`src/rtl/clock_hms.sv`:
```
// ---------------------------------------------------------------------------
// clock_hms : BCD time-of-day keeper (hours:minutes:seconds).
//
// Advances once per en1hz pulse while in RUN. A small mode FSM lets the user
// stop the clock and set the hours and minutes with push-button pulses.
// Every output is registered, so an input pulse shows its effect one cycle
// later.
//
// Ports
//   clk       in   1  system clock
//   n_rst     in   1  asynchronous active-low reset
//   en1hz     in   1  one-cycle 1 Hz enable
//   btn_mode  in   1  one-cycle pulse: advance mode RUN->SET_HR->SET_MIN->STOP
//   btn_inc   in   1  one-cycle pulse: increment the field that is being set
//   clr       in   1  synchronous clear of the time value (mode is kept)
//   hour_bcd  out  8  hours, BCD {tens,ones}
//   min_bcd   out  8  minutes, BCD
//   sec_bcd   out  8  seconds, BCD
//   mode      out  2  0=RUN 1=SET_HR 2=SET_MIN 3=STOP
//   blink     out  1  alternate-second blink while setting a field
//   day_tick  out  1  one-cycle pulse when the day rolls over in RUN
//   pm        out  1  (CLOCK_H12_EN only) afternoon flag
//
// Build option
//   CLOCK_H12_EN : 12-hour display (12,01..11). The pm output is added and
//                  HOUR_MAX is ignored.
// ---------------------------------------------------------------------------
module clock_hms #(
    parameter int HOUR_MAX = 23
) (
    input  logic       clk,
    input  logic       n_rst,
    input  logic       en1hz,
    input  logic       btn_mode,
    input  logic       btn_inc,
    input  logic       clr,
    output logic [7:0] hour_bcd,
    output logic [7:0] min_bcd,
    output logic [7:0] sec_bcd,
    output logic [1:0] mode,
    output logic       blink,
`ifdef CLOCK_H12_EN
    output logic       pm,
`endif
    output logic       day_tick
);

    typedef enum logic [1:0] {
        RUN     = 2'd0,
        SET_HR  = 2'd1,
        SET_MIN = 2'd2,
        STOP    = 2'd3
    } mode_e;

`ifdef CLOCK_H12_EN
    localparam logic [7:0] HOUR_RST = 8'h12;
`else
    localparam logic [7:0] HOUR_RST = 8'h00;
    localparam logic [7:0] HOUR_TOP = 8'((((HOUR_MAX / 10) % 10) << 4) | (HOUR_MAX % 10));
`endif

    // Single-step BCD increment. Wrap points are handled by the caller, so
    // the tens digit never has to overflow past 5 (min/sec) or 2 (hour).
    function automatic logic [7:0] f_bcd_inc(input logic [7:0] v);
        if (v[3:0] == 4'd9) return {v[7:4] + 4'd1, 4'd0};
        else                return {v[7:4], v[3:0] + 4'd1};
    endfunction

    mode_e      r_mode, w_mode_nxt;
    logic [7:0] r_hour, r_min, r_sec;
    logic [7:0] w_hour_nxt, w_min_nxt, w_sec_nxt;
    logic       r_blink, w_blink_nxt;
    logic       r_day_tick, w_day_tick_nxt;
    logic [7:0] w_hour_inc;   // next hour value for both RUN carry and SET_HR
    logic       w_hour_wrap;  // hour is at its last value before wrapping
`ifdef CLOCK_H12_EN
    logic       r_pm, w_pm_nxt;
`endif

    // Hour stepping differs between the two display formats.
`ifdef CLOCK_H12_EN
    assign w_hour_wrap = (r_hour == 8'h12);
    assign w_hour_inc  = w_hour_wrap ? 8'h01 : f_bcd_inc(r_hour);
`else
    assign w_hour_wrap = (r_hour == HOUR_TOP);
    assign w_hour_inc  = w_hour_wrap ? 8'h00 : f_bcd_inc(r_hour);
`endif

    // State register
    always_ff @(posedge clk or negedge n_rst) begin
        if (!n_rst) begin
            r_mode     <= RUN;
            r_hour     <= HOUR_RST;
            r_min      <= 8'h00;
            r_sec      <= 8'h00;
            r_blink    <= 1'b0;
            r_day_tick <= 1'b0;
`ifdef CLOCK_H12_EN
            r_pm       <= 1'b0;
`endif
        end else begin
            r_mode     <= w_mode_nxt;
            r_hour     <= w_hour_nxt;
            r_min      <= w_min_nxt;
            r_sec      <= w_sec_nxt;
            r_blink    <= w_blink_nxt;
            r_day_tick <= w_day_tick_nxt;
`ifdef CLOCK_H12_EN
            r_pm       <= w_pm_nxt;
`endif
        end
    end

    // Next-state: mode FSM plus time datapath
    always_comb begin
        w_mode_nxt     = r_mode;
        w_hour_nxt     = r_hour;
        w_min_nxt      = r_min;
        w_sec_nxt      = r_sec;
        w_blink_nxt    = r_blink;
        w_day_tick_nxt = 1'b0;
`ifdef CLOCK_H12_EN
        w_pm_nxt       = r_pm;
`endif

        if (btn_mode) begin
            case (r_mode)
                RUN:     w_mode_nxt = SET_HR;
                SET_HR:  w_mode_nxt = SET_MIN;
                SET_MIN: w_mode_nxt = STOP;
                default: w_mode_nxt = RUN;
            endcase
        end

        if (clr) begin
            // clr beats en1hz/btn_inc; the mode still advances above.
            w_hour_nxt = HOUR_RST;
            w_min_nxt  = 8'h00;
            w_sec_nxt  = 8'h00;
`ifdef CLOCK_H12_EN
            w_pm_nxt   = 1'b0;
`endif
        end else begin
            case (r_mode)
                RUN: begin
                    // The tick still lands when btn_mode arrives in the
                    // same cycle; the SET_HR entry below then zeroes sec.
                    if (en1hz) begin
                        if (r_sec == 8'h59) begin
                            w_sec_nxt = 8'h00;
                            if (r_min == 8'h59) begin
                                w_min_nxt  = 8'h00;
                                w_hour_nxt = w_hour_inc;
`ifdef CLOCK_H12_EN
                                // 11:59:59 -> 12:00:00 flips am/pm; pm 1->0 is midnight
                                if (r_hour == 8'h11) begin
                                    w_pm_nxt       = ~r_pm;
                                    w_day_tick_nxt = r_pm;
                                end
`else
                                w_day_tick_nxt = w_hour_wrap;
`endif
                            end else begin
                                w_min_nxt = f_bcd_inc(r_min);
                            end
                        end else begin
                            w_sec_nxt = f_bcd_inc(r_sec);
                        end
                    end
                end
                SET_HR: begin
                    if (btn_inc && !btn_mode) w_hour_nxt = w_hour_inc;
                end
                SET_MIN: begin
                    // Minute wraps without carrying into the hour.
                    if (btn_inc && !btn_mode)
                        w_min_nxt = (r_min == 8'h59) ? 8'h00 : f_bcd_inc(r_min);
                end
                default: ;
            endcase
        end

        // Seconds restart from zero when the user starts setting the time.
        if (btn_mode && r_mode == RUN) w_sec_nxt = 8'h00;

        if (btn_mode || r_mode == RUN || r_mode == STOP) w_blink_nxt = 1'b0;
        else if (en1hz)                                  w_blink_nxt = ~r_blink;
    end

    assign hour_bcd = r_hour;
    assign min_bcd  = r_min;
    assign sec_bcd  = r_sec;
    assign mode     = r_mode;
    assign blink    = r_blink;
    assign day_tick = r_day_tick;
`ifdef CLOCK_H12_EN
    assign pm       = r_pm;
`endif

endmodule

```
`config.mk`:
```
export PLATFORM = sky130hd
export DESIGN_NAME = clock_hms
export DESIGN_NICKNAME = d
export VERILOG_FILES = /design/src/rtl/clock_hms.sv
export SDC_FILE = /design/constraint.sdc
export NUM_CORES = 1
export LEC_CHECK = 0
export CAP_MARGIN = 15
export CORE_AREA = 2 2 66 68
export DETAILED_ROUTE_END_ITERATION = 8
export DIE_AREA = 0 0 68 70
export MAX_ROUTING_LAYER = met4
export PLACE_DENSITY_LB_ADDON = 0.12
export SYNTH_ARGS = -nofsm -noshare
export SYNTH_HDL_FRONTEND = slang
export SYNTH_SLANG_ARGS = --single-unit
```
`constraint.sdc`:
```
create_clock -name clk -period 2 [get_ports clk]
set_input_delay 0.4 -clock clk [delete_from_list [all_inputs] [get_ports clk]]
set_output_delay 0.4 -clock clk [all_outputs]
set_load 0.1 [all_outputs]
```
Yosys cells after proc, flatten, opt, wreduce, memory -nomap -nowiden
Index checks and enable logic that the tools add are counted.
Storage, ports and cells
  bits in registers: 28
  input port bits: 6
Cells by class
  reductions and logical operators: 16
  mux-type cells: 29
  $add $sub $neg: 6
  equal/unequal tests: 14
  bitwise gates (word level): 1
Operators with widths (count)
  $mux W8: 19
  $pmux W8 S2: 2
  $add A4 B1 Y4 const B: 6
  $eq A8 B7 Y1 const B: 2
  $ne A3 B3 Y1 const B: 5
  $eq A4 B4 Y1 const B: 3
  $reduce_bool A3 Y1: 4
  $eq A8 B6 Y1 const B: 1
  $mux W1: 7
  $pmux W2 S3: 1
  $reduce_and A5 Y1: 1
  $eq A2 B2 Y1 const B: 2
  $reduce_and A4 Y1: 1
  $reduce_bool A4 Y1: 1
  $reduce_and A3 Y1: 1
  $eq A2 B1 Y1 const B: 1
  $logic_and A1 B1 Y1: 2
  $logic_not A2 Y1: 1
  $logic_or A1 B1 Y1: 2
  $reduce_and A2 Y1: 1
  $reduce_bool A2 Y1: 1
  $logic_not A1 Y1: 1
  $not A1 Y1: 1

Longest topological paths before layout
Gate-level depths: netlist of run 1.
  depth after elaboration: 8
  gate-level depth with buffers: 8
  gate-level depth less buffers: 6

Worst setup path before layout of run 1
Ideal clock, no wire load.
  path kind: register to register
  from: reg r_mode[0] (netlist: mode[0])
  to: reg r_min[5] (netlist: min_bcd[5])
  arrival time: 2.510 ns
  slack: -0.636 ns
  data required time: 1.873 ns
  period minus slack after synthesis: 2.636 ns
  library setup time: 0.127 ns
  path buffers: 2
  cell stages (with the launch flop): 9
  cells stage by stage: dfrtp_1 inv_1 ha_1 buf_6 nor2b_1 or3_1 buf_2 and3_4 mux2_4
On the way
  cells in the longest elaborated chain, start to end: 3
RTL lines
  start, declared: RTL line 69  | mode_e r_mode, w_mode_nxt;
  start signal, assigned: RTL line 102  | r_mode <= w_mode_nxt;
  $eq A2 B2 Y1 or $logic_not A2 Y1 (tied branches): RTL line 144  | case (r_mode)
  $ne A3 B3 Y1 (no line) (tied with other cells)
  $reduce_and A4 Y1 (no line) or $mux W8 (tied branches)
  end signal, assigned: RTL line 104  | r_min <= w_min_nxt;
  end, declared: RTL line 70  | logic [7:0] r_hour, r_min, r_sec;
Several ways; a longest one is shown, not always the timed one.
A chain may end at the register's enable or synchronous reset.

Worst setup path in the final report of run 1
  from: reg r_sec[5] (netlist: sec_bcd[5])
  to: reg r_hour[4] (netlist: hour_bcd[4])
On the way
  cells in the longest elaborated chain, start to end: 3
RTL lines
  start, declared: RTL line 70
  start signal, assigned: RTL line 105  | r_sec <= w_sec_nxt;
  $eq A8 B7 Y1: RTL line 149  | if (r_sec == 8'h59) begin
  $ne A3 B3 Y1 (no line)
  $reduce_and A5 Y1 (no line)
  end signal, assigned: RTL line 103  | r_hour <= w_hour_nxt;
  end, declared: RTL line 70
No other way between the ends.

==> metrics.txt, run 1 <==
pre-CTS WS -114.4 ps; DIE AREA approximately 4800 um2; IO Port Bufs 33; row count 24; worst hold path class primary input to asynchronous set/reset pin; worst-path cell chain inv_2 > ha_4 > and4b_2 > nand4_1 > a221oi_1 > mux2i_1; RR Endpoint hour_bcd[4]; Data arrival, critical path between 2000 and 2500 ps; vias in the first global route approximately 1500; CTS tree done; PD cells 1232 nW/um2; final clock skew about 4 ps; LEAKAGE between 1 and 1.5 nW; WP buf/inv 1; Worst Setup EP hour_bcd[4]; share of cells above drive strength 1 0.4142; status finished clean; worst slew pin tran 375.2 ps; largest net degree at the start of global routing 29; worst-case clock buffer depth 2; final non-filler cell total 291; Max Clk Rate 0.5260 GHz; syn_area_per_cell ~10 um2; starting density of the core 0.4384; max incr delay on CP ~510 ps; Post-DRT Antenna Nets 0; commonest non-fill, non-tap cell in the layout buf_4; Setup TNS Final 0 ps; final count of pins violating max slew 0; most frequent cells in the layout 47 x buf_4, 18 x dfrtp_2, 13 x inv_1; synthesized instance count roughly 180; GR Util All Layers 0.1947; Ant. Diodes 0; clock transition at the registers of the reported paths 100 ps; core area 4144 um2; Crit path max-delay family flip-flops; first-pass iteration count of the detailed router 4; Min Clock Period, post-route around 1900 ps; Die Width 68 um; Pwr Total 0.003120 W; first-pass GRT wire length 7107 um; sequential area share after synthesis 0.3857; vias per cell 5.381; # setup viols final 0; worst r2r src sec_bcd[5]; wire length per cell roughly 14 um; number of I/O pins 34; Iter 0 DRT Violations 50; ys async rst share 1.000; CP required around 2200 ps; Slew headroom 0.7467; CTS Sinks 28; Hold Fails Final Rpt 0; EDFF count, synth 0; die height about 70 um; synthesis-stage register bit count 28; Distinct cells, synth 55; Via Count around 1600; Placer Congestion 0.8626; crit-path max FO 4; RSZ-0062 raised after global routing true; CTS Hold Bufs 0; root buf cell clkbuf_8; Post-DP HPWL between 3000 and 4000 um; synthesized area roughly 1800 um2; Crit. Startpoint sec_bcd[5]; CP endpoint kind register; Worst-Skew Late Latency roughly 280 ps; number of remaining DRC errors 0; nets@finish 260; CP Launch Type register; gr ovfl total 0; ys flop type dfrtp_1; Fin Hold WS a little under 500 ps; DP Cell Count 287; R2R cell count 6; Setup CP Type register to register; initial antenna violation count 0; DRT Wirelength between 4000 and 5000 um; TritonCTS Buffers 3; MaxCap Viol Count 0; Stages on worst setup path 6; reg2reg setup slack 100 ps; Synthesis Warnings 0; Clock H-tree levels 1; Period Utilization, post-route 0.9505; Max VDD drop around 950 uV; final worst setup slack about 100 ps; syn_nets slightly above 200; Critical-path top delay cell dfrtp_4; P&R area growth vs syn 39.39%
cell usage after synthesis, types with 3 or more instances:
| library cell | number | share of area |
|---|---|---|
| and3b_1 | 4 | 0.019 |
| nor3_1 | 4 | 0.011 |
| dfrtp_1 | 28 | 0.39 |
| nand3b_1 | 3 | 0.012 |
| mux2i_1 | 5 | 0.028 |
| a21o_1 | 4 | 0.017 |
| mux2_2 | 3 | 0.019 |
| nand2_1 | 9 | 0.019 |
| nand4_1 | 3 | 0.010 |
| a21oi_1 | 3 | 0.0083 |
| nand2b_1 | 6 | 0.021 |
| ha_1 | 14 | 0.096 |
| o22ai_1 | 3 | 0.010 |
| nor2b_1 | 4 | 0.014 |
| nand3_1 | 6 | 0.017 |
| nor2_1 | 10 | 0.021 |
| o211ai_1 | 3 | 0.012 |
| inv_1 | 16 | 0.033 |
| o21ai_0 | 8 | 0.022 |
| a21boi_0 | 3 | 0.012 |
layout make-up:
class,count,area [um2]
Clock inverter,1,30.03
Sequential cell,28,749.5
Inverter,16,65.06
Clock buffer,3,41.29
Timing Repair Buffer,58,523.0
Tap cell,52,65.06
Fill cell,358,1612
Multi-Input combinational cell,133,1059
how the worst min path moves through the flow:
stage	endpoint	slack, ps	depth (start not counted)
final	sec_bcd[5]	490	2
after CTS	day_tick	500	2
after global routing	sec_bcd[5]	530	2
after detailed placement	hour_bcd[6]	520	1
after global placement	hour_bcd[6]	530	1
after floorplan	blink	100	0
kinds of logic (layout without fill, tap and decap cells):
group           after synthesis  after routing  share of synthesized area
compound gates               44             44                     0.1887
xor+xnor                      3              3                    0.01447
fa+ha+maj                    14             14                    0.09642
buf+inv                      21             78                    0.04890
flops                        28             28                     0.3857
mux                           9              9                    0.05441
simple gates                 63             63                     0.2114
metrics by stage:
stage	cell area [um2]	util
finish	2532	0.6111
floorplan	1902	-
global route	2532	0.6111
global placement	2461	0.5939
CTS	2532	0.6111
detailed placement	2461	0.5939
per-layer routing:
metal  vias up  share of wire  global-route usage
met2        35           0.49              0.3204
met4         0          0.011             0.04000
met1       747           0.47              0.2585
met3         5          0.030             0.01932
met5         -              0                   -
li1        779              -                   -
state kept, by name, summed over array words and instances, names as in the netlist:
register / cells
mode: 2
blink: 1
day_tick: 1
min_bcd: 8
hour_bcd: 8
sec_bcd: 8
report_power, final:
part           total, W  internal [W]  switching, W
clock network  0.000457      0.000268      0.000188
logic           0.00181      0.000644       0.00117
registers      0.000853      0.000694      0.000159
repair_timing:
action                                  4_1_cts  5_1_grt
setup buffers                                 0        0
gates resized for setup                       0        0
endpoints found under the setup margin        0        2
Note: power is estimated with default switching activity, not from simulation.
==> inputs of run 2 (changes only) <==
==> constraint.sdc (replaced) <==
create_clock -name clk -period 2 [get_ports clk]
set_input_delay 0.2 -clock clk [delete_from_list [all_inputs] [get_ports clk]]
set_output_delay 0.2 -clock clk [all_outputs]
set_load 0.1 [all_outputs]
==> run 2 against run 1 <==
Effect of this change:
- clock skew rose by 3.1 ps
- maximum frequency decreased by 3.0%
- total power decreased by 5.7%
- critical path depth is 1 higher
- sequential share of layout area up 1.9 points
- design area down 6.1%
- clock power about the same
- sequential power down 2.5%
- first-iteration DRC count rose by 20%
- global-route usage down 0.82 points
- non-clock buffer count fell by 12
- critical path type unchanged
==> metrics.txt, run 2 (synthesized netlist as in run 1, its figures left out) <==
status finished clean (unchanged); row count 24 (unchanged); Crit path max-delay family simple AND/OR/NAND/NOR gates (was flip-flops); R2R cell count 7 (was 6); area taken by flip-flops and latches 749.5 um2 (unchanged); CTS Sinks 28 (unchanged); commonest non-fill, non-tap cell in the layout buf_4 (unchanged); DIE AREA 4760 um2 (unchanged); vias per cell 5.412 (was 5.381); worst-path cell chain inv_2 > ha_4 > and4b_2 > nand4_1 > buf_4 > a21o_1 > a32o_1 (was inv_2 > ha_4 > and4b_2 > nand4_1 > a221oi_1 > mux2i_1); initial antenna violation count 0 (unchanged); final count of pins violating max slew 0 (unchanged); number of I/O pins 34 (unchanged); Min Clock Period, post-route 1959 ps (was 1901 ps); DRT Wirelength 4105 um (was 4197 um); worst slew pin tran 429.1 ps (was 375.2 ps); Critical-path top delay cell dfrtp_4 (unchanged); vias in the first global route 1498 (was 1521); IO Port Bufs 33 (unchanged); multi-input logic area 1070 um2 (was 1059 um2); die height 70 um (unchanged); Data arrival, critical path 2130 ps (was 2060 ps); Hold Fails Final Rpt 0 (unchanged); Worst-Skew Late Latency 280 ps (about the same); worst-case clock buffer depth 2 (unchanged); Post-DP HPWL 3055 um (was 3299 um); largest net degree at the start of global routing 29 (unchanged); CTS tree done (unchanged); TritonCTS Buffers 3 (unchanged); Slew headroom 0.7134 (was 0.7467); first-pass GRT wire length 6810 um (was 7107 um); number of remaining DRC errors 0 (unchanged); Core Util, Final 0.5740 (was 0.6111); Stages on worst setup path 7 (was 6); clock transition at the registers of the reported paths 100 ps (about the same); MaxCap Viol Count 0 (unchanged); LEAKAGE 1.051 nW (was 1.126 nW); Setup CP Type register to register (unchanged); first-pass iteration count of the detailed router 4 (unchanged); Pwr Total 0.002940 W (was 0.003120 W); nets@finish 248 (was 260); max incr delay on CP 500 ps (was 510 ps); most frequent cells in the layout 41 x buf_4, 18 x dfrtp_2, 13 x inv_1 (was 47 x buf_4, 18 x dfrtp_2, 13 x inv_1); worst hold path class primary input to asynchronous set/reset pin (unchanged); Period Utilization, post-route 0.9796 (was 0.9505); final clock skew 7.084 ps (was 4.000 ps); Iter 0 DRT Violations 60 (was 50); PD cells 1236 nW/um2 (was 1232 nW/um2); starting density of the core 0.4384 (unchanged); # setup viols final 0 (unchanged); core area 4144 um2 (unchanged); CP endpoint kind register (unchanged); P&R area growth vs syn 30.92% (was 39.39%); WP buf/inv 2 (was 1); Max Clk Rate 0.5104 GHz (was 0.5260 GHz); Die Width 68 um (unchanged); Filler cells 379 (was 358); Placer Congestion 0.8044 (was 0.8626); root buf cell clkbuf_8 (unchanged); CP Launch Type register (unchanged); GR Util All Layers 0.1864 (was 0.1947); Via Count 1510 (was 1566); Post-DRT Antenna Nets 0 (unchanged); Max VDD drop 847.1 uV (was 947.8 uV); CP required 2170 ps (was 2160 ps); Clock H-tree levels 1 (unchanged); crit-path max FO 5 (was 4); share of cells above drive strength 1 0.3921 (was 0.4142); Ant. Diodes 0 (unchanged); wire length per cell 14.71 um (was 14.42 um); CTS Hold Bufs 0 (unchanged); gr ovfl total 0 (unchanged)
==> run 2: metal layers <==
layer	GRT usage	up-vias	wire length, um
met1	0.2417	719	1919
met2	0.3020	29	2024
met3	0.02415	2	136
met4	0.05333	0	24
met5	-	-	0
li1	-	760	-
==> run 2: area by class of cell <==
class | instances | area share
repair buffers | 46 | 0.1504
multi-input cells | 133 | 0.4498
clock inverters | 1 | 0.01262
inverters | 16 | 0.02735
flip-flops and latches | 28 | 0.3151
clock buffers | 3 | 0.01736
well taps | 52 | 0.02735
==> run 2: path summary, 6_finish.rpt <==
kind,start,end,slack [ps]
setup / recovery,sec_bcd[5],hour_bcd[2],40
hold / removal,n_rst,sec_bcd[3],300
setup reg to reg,sec_bcd[5],hour_bcd[2],40
hold reg to reg,hour_bcd[6],hour_bcd[6],530
max in group asynchronous,n_rst,sec_bcd[5],1390
min in group clk,hour_bcd[6],hour_bcd[6],530
==> run 2: repair_timing <==
item                                   CTS  global route
endpoints found under the hold margin    0             0
setup buffers                            0             2
resized for setup                        0             2
setup endpoints to repair                0             6
==> run 2: metrics by stage <==
stage | setup TNS, ps | hold slack, ps | instance area [um2] | setup slack [ps] | instances
floorplan | -194.9 | -95.59 | 1902 | -116.2 | 182
global placement | 0 | 510.3 | 2281 | 88.15 | 273
detailed placement | 0 | 513.2 | 2281 | 68.20 | 273
CTS | 0 | 300.0 | 2352 | 60.00 | 277
global route | -245.5 | 327.9 | 2379 | -68.40 | 279
finish | 0 | 295.2 | 2379 | 40.77 | 279
==> run 2: worst register-to-register path: cells and delay by family, from the launching register on <==
kind	cells	cell delay, ps
compound gates	2	340
fa+ha+maj	1	120
buf+inv	2	330
flops	1	500
simple gates	2	580
==> run 2: where the power goes <==
part / internal, W / switching (W)
clock: 0.000268 / 0.000188
combinational: 0.000499 / 0.00115
sequential: 0.000693 / 0.000139
